**src/rtl/sid_pkg.sv**
```systemverilog
// Shared SID definitions.
//   SID_ADDR_W / SID_DATA_W : mos6581 register bus widths
//   sid_reg_e               : named voice-1 / global SID registers
//   seq_state_e             : states of the register-write sequencer
package sid_pkg;

  localparam int SID_ADDR_W = 5;
  localparam int SID_DATA_W = 8;

  typedef enum logic [SID_ADDR_W-1:0] {
    FREQ_LO  = 5'h00,
    FREQ_HI  = 5'h01,
    PW_LO    = 5'h02,
    PW_HI    = 5'h03,
    CTRL     = 5'h04,
    AD       = 5'h05,
    SR       = 5'h06,
    MODE_VOL = 5'h18
  } sid_reg_e;

  typedef enum logic [2:0] {
    S_IDLE,
    S_ISSUE,
    S_HOLD,
    S_WAIT,
    S_ADV
  } seq_state_e;

endpackage

```
**src/rtl/sid_write_sequencer_if.sv**
```systemverilog
// Host-side and SID-side signal bundle of the write sequencer.
//   master : host (UART decoder / boot loader) plus whatever observes the SID bus
//   slave  : the sequencer itself
// Table programming: prog_we/prog_idx/prog_addr/prog_data/prog_wait
// Control:           length, loop_en, start, stop
// Status:            busy, done, prog_err, cur_idx
// SID bus:           sid_addr, sid_data, sid_n_cs (active low)
interface sid_write_sequencer_if #(
  parameter int DEPTH  = 16,
  parameter int WAIT_W = 16
);
  import sid_pkg::*;

  localparam int IDX_W = $clog2(DEPTH);

  logic                  prog_we;
  logic [IDX_W-1:0]      prog_idx;
  logic [SID_ADDR_W-1:0] prog_addr;
  logic [SID_DATA_W-1:0] prog_data;
  logic [WAIT_W-1:0]     prog_wait;
  logic [IDX_W:0]        length;
  logic                  loop_en;
  logic                  start;
  logic                  stop;
  logic                  busy;
  logic                  done;
  logic                  prog_err;
  logic [IDX_W-1:0]      cur_idx;
  logic [SID_ADDR_W-1:0] sid_addr;
  logic [SID_DATA_W-1:0] sid_data;
  logic                  sid_n_cs;

  modport master (
    output prog_we, prog_idx, prog_addr, prog_data, prog_wait,
    output length, loop_en, start, stop,
    input  busy, done, prog_err, cur_idx,
    input  sid_addr, sid_data, sid_n_cs
  );

  modport slave (
    input  prog_we, prog_idx, prog_addr, prog_data, prog_wait,
    input  length, loop_en, start, stop,
    output busy, done, prog_err, cur_idx,
    output sid_addr, sid_data, sid_n_cs
  );

endinterface

```
**src/rtl/sid_seq_ram.sv**
```systemverilog
// Sequence table storage: DEPTH entries of ENTRY_W bits.
//   clk     : write clock
//   we      : write strobe, wr_idx/wr_data captured on the rising edge
//   rd_idx  : read index, rd_data follows combinationally
// Contents are intentionally not reset.
module sid_seq_ram #(
  parameter int DEPTH   = 16,
  parameter int ENTRY_W = 29
) (
  input  logic                     clk,
  input  logic                     we,
  input  logic [$clog2(DEPTH)-1:0] wr_idx,
  input  logic [ENTRY_W-1:0]       wr_data,
  input  logic [$clog2(DEPTH)-1:0] rd_idx,
  output logic [ENTRY_W-1:0]       rd_data
);

  logic [ENTRY_W-1:0] mem [DEPTH];

  always_ff @(posedge clk) begin
    if (we) mem[wr_idx] <= wr_data;
  end

  assign rd_data = mem[rd_idx];

endmodule

```
**src/rtl/sid_write_sequencer.sv**
```systemverilog
// Plays a table of (register, data, wait) entries onto the mos6581 bus,
// paced by the 1 MHz SID clock enable.
//   clk  : system clock
//   rst  : asynchronous active-high reset
//   tick : single-cycle pacing enable (SID clk_en)
//   bus  : table programming, start/stop control, status and SID bus
// Each entry costs ISSUE tick (n_cs falls) + HOLD tick (n_cs rises) + wait
// ticks + one ADV clock, so the SID sees n_cs low on exactly one clk_en.
module sid_write_sequencer
  import sid_pkg::*;
#(
  parameter int DEPTH  = 16,
  parameter int WAIT_W = 16
) (
  input  logic                 clk,
  input  logic                 rst,
  input  logic                 tick,
  sid_write_sequencer_if.slave bus
);

  localparam int IDX_W   = $clog2(DEPTH);
  localparam int ENTRY_W = SID_ADDR_W + SID_DATA_W + WAIT_W;
  localparam logic [IDX_W:0] DEPTH_L = (IDX_W+1)'(DEPTH);

  seq_state_e            state_q, state_d;
  logic [IDX_W-1:0]      idx_q, idx_d;
  logic [IDX_W:0]        len_q, len_d;
  logic                  loop_q, loop_d;
  logic [WAIT_W-1:0]     cnt_q, cnt_d;
  logic                  stop_pend_q, stop_pend_d;
  logic                  n_cs_q, n_cs_d;
  logic [SID_ADDR_W-1:0] addr_q, addr_d;
  logic [SID_DATA_W-1:0] data_q, data_d;
  logic                  done_q, done_d;
  logic                  prog_err_q;

  logic                  busy;
  logic                  len_ok;
  logic                  is_last;
  logic [ENTRY_W-1:0]    rd_entry;
  logic [SID_ADDR_W-1:0] rd_addr;
  logic [SID_DATA_W-1:0] rd_data;
  logic [WAIT_W-1:0]     rd_wait;

  assign busy = (state_q != S_IDLE);

  sid_seq_ram #(
    .DEPTH   (DEPTH),
    .ENTRY_W (ENTRY_W)
  ) u_ram (
    .clk     (clk),
    .we      (bus.prog_we && !busy),
    .wr_idx  (bus.prog_idx),
    .wr_data ({bus.prog_addr, bus.prog_data, bus.prog_wait}),
    .rd_idx  (idx_q),
    .rd_data (rd_entry)
  );

  assign {rd_addr, rd_data, rd_wait} = rd_entry;

  assign len_ok  = (bus.length != '0) && (bus.length <= DEPTH_L);
  assign is_last = ({1'b0, idx_q} == (len_q - 1'b1));

  always_comb begin
    state_d     = state_q;
    idx_d       = idx_q;
    len_d       = len_q;
    loop_d      = loop_q;
    cnt_d       = cnt_q;
    stop_pend_d = stop_pend_q;
    n_cs_d      = n_cs_q;
    addr_d      = addr_q;
    data_d      = data_q;
    done_d      = 1'b0;

    unique case (state_q)
      S_IDLE: begin
        stop_pend_d = 1'b0;
        // stop wins over a simultaneous start
        if (bus.start && !bus.stop && len_ok) begin
          len_d   = bus.length;
          loop_d  = bus.loop_en;
          idx_d   = '0;
          state_d = S_ISSUE;
        end
      end
      S_ISSUE: begin
        if (bus.stop) begin
          state_d = S_IDLE;
        end else if (tick) begin
          addr_d  = rd_addr;
          data_d  = rd_data;
          n_cs_d  = 1'b0;
          state_d = S_HOLD;
        end
      end
      S_HOLD: begin
        // a stop here must not truncate the write: remember it until the
        // tick that releases n_cs
        if (bus.stop) stop_pend_d = 1'b1;
        if (tick) begin
          n_cs_d = 1'b1;
          cnt_d  = rd_wait;
          if (bus.stop || stop_pend_q) state_d = S_IDLE;
          else if (rd_wait == '0)      state_d = S_ADV;
          else                         state_d = S_WAIT;
        end
      end
      S_WAIT: begin
        if (bus.stop) begin
          state_d = S_IDLE;
        end else if (tick) begin
          cnt_d = cnt_q - WAIT_W'(1);
          if (cnt_q == WAIT_W'(1)) state_d = S_ADV;
        end
      end
      S_ADV: begin
        if (bus.stop) begin
          state_d = S_IDLE;
        end else if (!is_last) begin
          idx_d   = idx_q + 1'b1;
          state_d = S_ISSUE;
        end else if (loop_q) begin
          idx_d   = '0;
          state_d = S_ISSUE;
        end else begin
          done_d  = 1'b1;
          state_d = S_IDLE;
        end
      end
      default: state_d = S_IDLE;
    endcase
  end

  always_ff @(posedge clk or posedge rst) begin
    if (rst) begin
      state_q     <= S_IDLE;
      idx_q       <= '0;
      len_q       <= '0;
      loop_q      <= 1'b0;
      cnt_q       <= '0;
      stop_pend_q <= 1'b0;
      n_cs_q      <= 1'b1;
      addr_q      <= '0;
      data_q      <= '0;
      done_q      <= 1'b0;
      prog_err_q  <= 1'b0;
    end else begin
      state_q     <= state_d;
      idx_q       <= idx_d;
      len_q       <= len_d;
      loop_q      <= loop_d;
      cnt_q       <= cnt_d;
      stop_pend_q <= stop_pend_d;
      n_cs_q      <= n_cs_d;
      addr_q      <= addr_d;
      data_q      <= data_d;
      done_q      <= done_d;
      prog_err_q  <= bus.prog_we && busy;
    end
  end

  assign bus.busy     = busy;
  assign bus.done     = done_q;
  assign bus.prog_err = prog_err_q;
  assign bus.cur_idx  = idx_q;
  assign bus.sid_addr = addr_q;
  assign bus.sid_data = data_q;
  assign bus.sid_n_cs = n_cs_q;

endmodule
```
**src/flat_wrapper.sv**
```systemverilog
// flat-port wrapper written by rule: the top's interface ports become plain ports
module sid_write_sequencer_flat import sid_pkg::*;
#(
  parameter int DEPTH  = 16,
  parameter int WAIT_W = 16
)
  (clk, rst, tick, bus_prog_we, bus_prog_idx, bus_prog_addr, bus_prog_data, bus_prog_wait, bus_length, bus_loop_en, bus_start, bus_stop, bus_busy, bus_done, bus_prog_err, bus_cur_idx, bus_sid_addr, bus_sid_data, bus_sid_n_cs);
  sid_write_sequencer_if #(.DEPTH(DEPTH), .WAIT_W(WAIT_W)) bus_i ();
  input  logic clk;
  input  logic rst;
  input  logic tick;
  input wire logic [$bits(bus_i.prog_we)-1:0] bus_prog_we;
  input wire logic [$bits(bus_i.prog_idx)-1:0] bus_prog_idx;
  input wire logic [$bits(bus_i.prog_addr)-1:0] bus_prog_addr;
  input wire logic [$bits(bus_i.prog_data)-1:0] bus_prog_data;
  input wire logic [$bits(bus_i.prog_wait)-1:0] bus_prog_wait;
  input wire logic [$bits(bus_i.length)-1:0] bus_length;
  input wire logic [$bits(bus_i.loop_en)-1:0] bus_loop_en;
  input wire logic [$bits(bus_i.start)-1:0] bus_start;
  input wire logic [$bits(bus_i.stop)-1:0] bus_stop;
  output wire logic [$bits(bus_i.busy)-1:0] bus_busy;
  output wire logic [$bits(bus_i.done)-1:0] bus_done;
  output wire logic [$bits(bus_i.prog_err)-1:0] bus_prog_err;
  output wire logic [$bits(bus_i.cur_idx)-1:0] bus_cur_idx;
  output wire logic [$bits(bus_i.sid_addr)-1:0] bus_sid_addr;
  output wire logic [$bits(bus_i.sid_data)-1:0] bus_sid_data;
  output wire logic [$bits(bus_i.sid_n_cs)-1:0] bus_sid_n_cs;
  assign bus_i.prog_we = bus_prog_we;
  assign bus_i.prog_idx = bus_prog_idx;
  assign bus_i.prog_addr = bus_prog_addr;
  assign bus_i.prog_data = bus_prog_data;
  assign bus_i.prog_wait = bus_prog_wait;
  assign bus_i.length = bus_length;
  assign bus_i.loop_en = bus_loop_en;
  assign bus_i.start = bus_start;
  assign bus_i.stop = bus_stop;
  assign bus_busy = bus_i.busy;
  assign bus_done = bus_i.done;
  assign bus_prog_err = bus_i.prog_err;
  assign bus_cur_idx = bus_i.cur_idx;
  assign bus_sid_addr = bus_i.sid_addr;
  assign bus_sid_data = bus_i.sid_data;
  assign bus_sid_n_cs = bus_i.sid_n_cs;
  sid_write_sequencer #(.DEPTH(DEPTH), .WAIT_W(WAIT_W)) u_core (.clk(clk), .rst(rst), .tick(tick), .bus(bus_i));
endmodule
```
**config.mk**
```make
export PLATFORM = sky130hd
export DESIGN_NAME = sid_write_sequencer_flat
export DESIGN_NICKNAME = d
export VERILOG_FILES = /design/src/rtl/sid_pkg.sv /design/src/rtl/sid_write_sequencer_if.sv /design/src/rtl/sid_seq_ram.sv /design/src/rtl/sid_write_sequencer.sv /design/src/flat_wrapper.sv
export SDC_FILE = /design/constraint.sdc
export NUM_CORES = 1
export LEC_CHECK = 0
export CAP_MARGIN = 20
export CORE_MARGIN = 4
export CORE_UTILIZATION = 50
export CTS_CLUSTER_DIAMETER = 120
export DETAILED_ROUTE_END_ITERATION = 6
export PLACE_DENSITY = 0.67
export RECOVER_POWER = 50
export SYNTH_ARGS = -nofsm -noshare
export SYNTH_HDL_FRONTEND = slang
export SYNTH_SLANG_ARGS = --single-unit
```
**constraint.sdc**
```tcl
create_clock -name clk -period 4.2 [get_ports clk]
set_input_delay 0.84 -clock clk [delete_from_list [all_inputs] [get_ports clk]]
set_output_delay 0.84 -clock clk [all_outputs]
set_load 0.01 [all_outputs]
```
==> flow_summary.json <==
{
  "synth_flop_cell": "sky130_fd_sc_hd__edfxtp_1",
  "drc_errors": 0,
  "global_route.overflow_total": 0,
  "timing.hold.worst.class": "reg -> reg",
  "cts_resized": 0,
  "proportion_of_synthesized_area_in_mux_cells": 0.1587,
  "synth-edff-count": 464,
  "power-per-cell-area_nw_per_um2": 496.8,
  "synth_xor_area_frac": 0.002618,
  "run_status": "finished, final reports clean",
  "synthesis.area_per_instance_um2": 20.21,
  "synth_top_cell_area_share": 0.6941,
  "worst_path_required_time_ps": 3360,
  "design_power_total_mw": 11.52,
  "detail_route.iter0.violations": 1035,
  "r2r_end": "u_core.bus.cur_idx[3]",
  "synth_area_leader_cell": "sky130_fd_sc_hd__edfxtp_1",
  "cap_violations": 0,
  "routed_wirelength_um": 43990,
  "synthesis_warning_total": 0,
  "worstRegToRegCells": 8,
  "post_detail_place_hpwl_um": 24390,
  "chipWidth_um": 208.4,
  "r2r-start": "u_core.bus.cur_idx[3]",
  "critical_path.startpoint_type": "flop",
  "grt_use_total": 0.2030,
  "crit_path_end_kind": "primary output",
  "post_cts_setup_inserts": 0,
  "timing.setup.tns_ps": 0,
  "synthAdderAreaFrac": 0.002493,
  "synthesis_to_finish_area_growth_pct": 15.50,
  "setup_violations": 0,
  "final_wtd_congestion": 0.8142,
  "wl_per_cell_um": 26.45,
  "total_die_area_um2": 43420,
  "routed_via_count": 10198,
  "synthMostInstantiatedCell": "sky130_fd_sc_hd__edfxtp_1",
  "flip_flop_and_latch_count_after_synthesis": 510,
  "cts_hold_buf": 0,
  "timing.critical_path.fanout_max": 16,
  "worstHoldPathCells": 1,
  "synthesis.instances": 993,
  "number_of_standard_cell_rows_in_the_floorplan": 73,
  "first_global_vias": 10250,
  "worstSetupPathType": "reg -> out",
  "static-leakage-power_nw": 7.249,
  "synthDistinctLibCells": 51,
  "io_buffer_count": 65,
  "final.setup_skew_ps": 17.67,
  "clkSinkCount": 510,
  "drt_pass1_iterations": 5,
  "slew_headroom": 0.05706,
  "worst_skew_pair.late_latency_ps": 580,
  "ios": 66,
  "final_period_minus_worst_setup_slack_ps": 3258,
  "worst-endpoint-arrival_ps": 2420,
  "final_util": 0.5835,
  "fillerInstances": 2930,
  "synth_top_family_by_area": "multiplexers",
  "clkTransAtPathRegs_ps": 60,
  "number_of_pins_exceeding_their_max_slew_limit_in_the_final_report": 0,
  "post-route-period-util": 0.7757,
  "fp.dieH_um": 208.4,
  "timing_hold_violations_final": 0,
  "drt.antenna.violating_nets": 0,
  "vdd_ir_drop_max_mv": 0.3319,
  "cts.path.max_buffers": 3,
  "nets": 1144,
  "netlist_top_cells_area": "sky130_fd_sc_hd__edfxtp_1 (69%), sky130_fd_sc_hd__mux4_2 (13%), sky130_fd_sc_hd__dfrtp_1 (5.6%), sky130_fd_sc_hd__mux2i_1 (1.4%), sky130_fd_sc_hd__mux2_2 (1.1%)",
  "net_count_after_synthesis": 1042,
  "antenna_violations_before_repair": 2,
  "synth.yosys.seq_area_share": 0.7515,
  "cts-root-buf": "sky130_fd_sc_hd__clkbuf_16",
  "synth.cell_area_um2": 20070,
  "rsz0062_at_grt": "no",
  "fraction_of_synthesis_flops_using_an_asynchronous_set_or_reset_pin": 0.09020,
  "worst_slew_pin_slew_ps": 1413,
  "synth-compound-area-share": 0.03615,
  "grt_pass1_wl_um": 66410,
  "core-area_um2": 39730,
  "timing.hold.worst_endpoint": "u_core.bus.done",
  "drive_gt1_frac": 0.2348,
  "grt_start_max_net_pins": 74,
  "maxClockFrequency_ghz": 0.3069,
  "hp-start": "u_core.loop_q",
  "htreeDepth": 2,
  "cts_tree": "yes",
  "synthSimpleGateAreaFrac": 0.03304,
  "post_synth_most_frequent_cells": "sky130_fd_sc_hd__edfxtp_1 (464), sky130_fd_sc_hd__mux4_2 (119), sky130_fd_sc_hd__dfrtp_1 (45)",
  "effective_utilization_at_floorplan": 0.5052,
  "worst_reg_to_reg_setup_slack_ps": 1070,
  "viasPerCell": 6.132,
  "cts_made_buffers": 51
}
==> logic make-up after synthesis <==
logic type | Yosys count
adders and majority gates | 4
DFF | 510
muxes | 167
xor gates and xnor gates | 6
AOI/OAI and AO/OA | 110
and+or+nand+nor | 135
buffers and inverters | 61
==> critical path: stages (launching register included) <==
cell,delay [ps]
sky130_fd_sc_hd__dfrtp_1,340
sky130_fd_sc_hd__clkbuf_1,780
sky130_fd_sc_hd__clkdlybuf4s50_1,710
==> registers in the layout, indices dropped and copies added, names as in the netlist <==
signal,count
u_core.bus.sid_addr,5
u_core.bus.cur_idx,4
u_core.len_q,5
u_core.loop_q,1
u_core.cnt_q,16
u_core.u_ram.mem,464
u_core.bus.sid_n_cs,1
u_core.bus.prog_err,1
u_core.bus.done,1
u_core.state_q,3
u_core.stop_pend_q,1
u_core.bus.sid_data,8
==> cells in the final DEF, fill, tap and decap left out, drive strengths merged, types with 29 or more instances in the layout <==
| cell type | netlist | layout |
|---|---|---|
| clkbuf | 24 | 66 |
| clkdlybuf4s50 | 0 | 34 |
| dlygate4sd3 | 0 | 31 |
| nand2 | 29 | 29 |
| nor2 | 38 | 38 |
| mux4 | 119 | 119 |
| dfrtp | 45 | 45 |
| buf | 27 | 33 |
| edfxtp | 464 | 464 |
| o21ai | 30 | 30 |
==> metrics by stage <==
step	instance area [um2]	std cells	hold slack, ps	worst slack [ps]
2_1_floorplan	20070	993	425.2	329.1
3_3_place_gp	21550	1567	458.5	1078
3_5_place_dp	21550	1567	455.9	991.9
4_1_cts	23190	1662	467.2	1015
5_1_grt	23180	1662	483.5	857.2
6_report	23180	1663	462.6	942.1
==> layer usage <==
metal  share of wire  track usage  vias up  wire, um
met4           0.019      0.05119        0       833
met5               0            0        -         0
met3           0.075      0.03302       64      3296
met2            0.48       0.3159      413     20900
met1            0.43       0.3066     5392     18960
li1                -            -     4329         -
==> how the worst max path moves through the flow <==
stage                                   end  depth (start not counted)             startpoint
finish                       bus_cur_idx[3]                          2  u_core.bus.cur_idx[3]
global placement          u_core.state_q[2]                          7          bus_length[1]
CTS                                bus_busy                          3      u_core.state_q[0]
detailed placement  u_core.u_ram.mem[4][28]                          5            bus_prog_we
floorplan            u_core.u_ram.mem[0][0]                          5      u_core.state_q[1]
global route              u_core.state_q[0]                          7  u_core.bus.cur_idx[0]
==> power by group <==
| part | switching, mW | total (mW) | internal (mW) |
|---|---|---|---|
| logic | 0.562 | 1.04 | 0.478 |
| registers | 0.200 | 6.04 | 5.84 |
| clock network | 1.86 | 4.44 | 2.58 |
==> cell type report <==
type                    instances  area [um2]  area share
flip-flops and latches        510       15090      0.6511
clock buffers                  64        1346     0.05807
multi-input cells             422        4787      0.2065
inverters                      10       37.54    0.001619
repair buffers                100       968.4     0.04177
well taps                     525       656.9     0.02833
diodes                          1       2.502   0.0001079
clock inverters                31       291.5     0.01257
(Power assumes the default switching activity.)
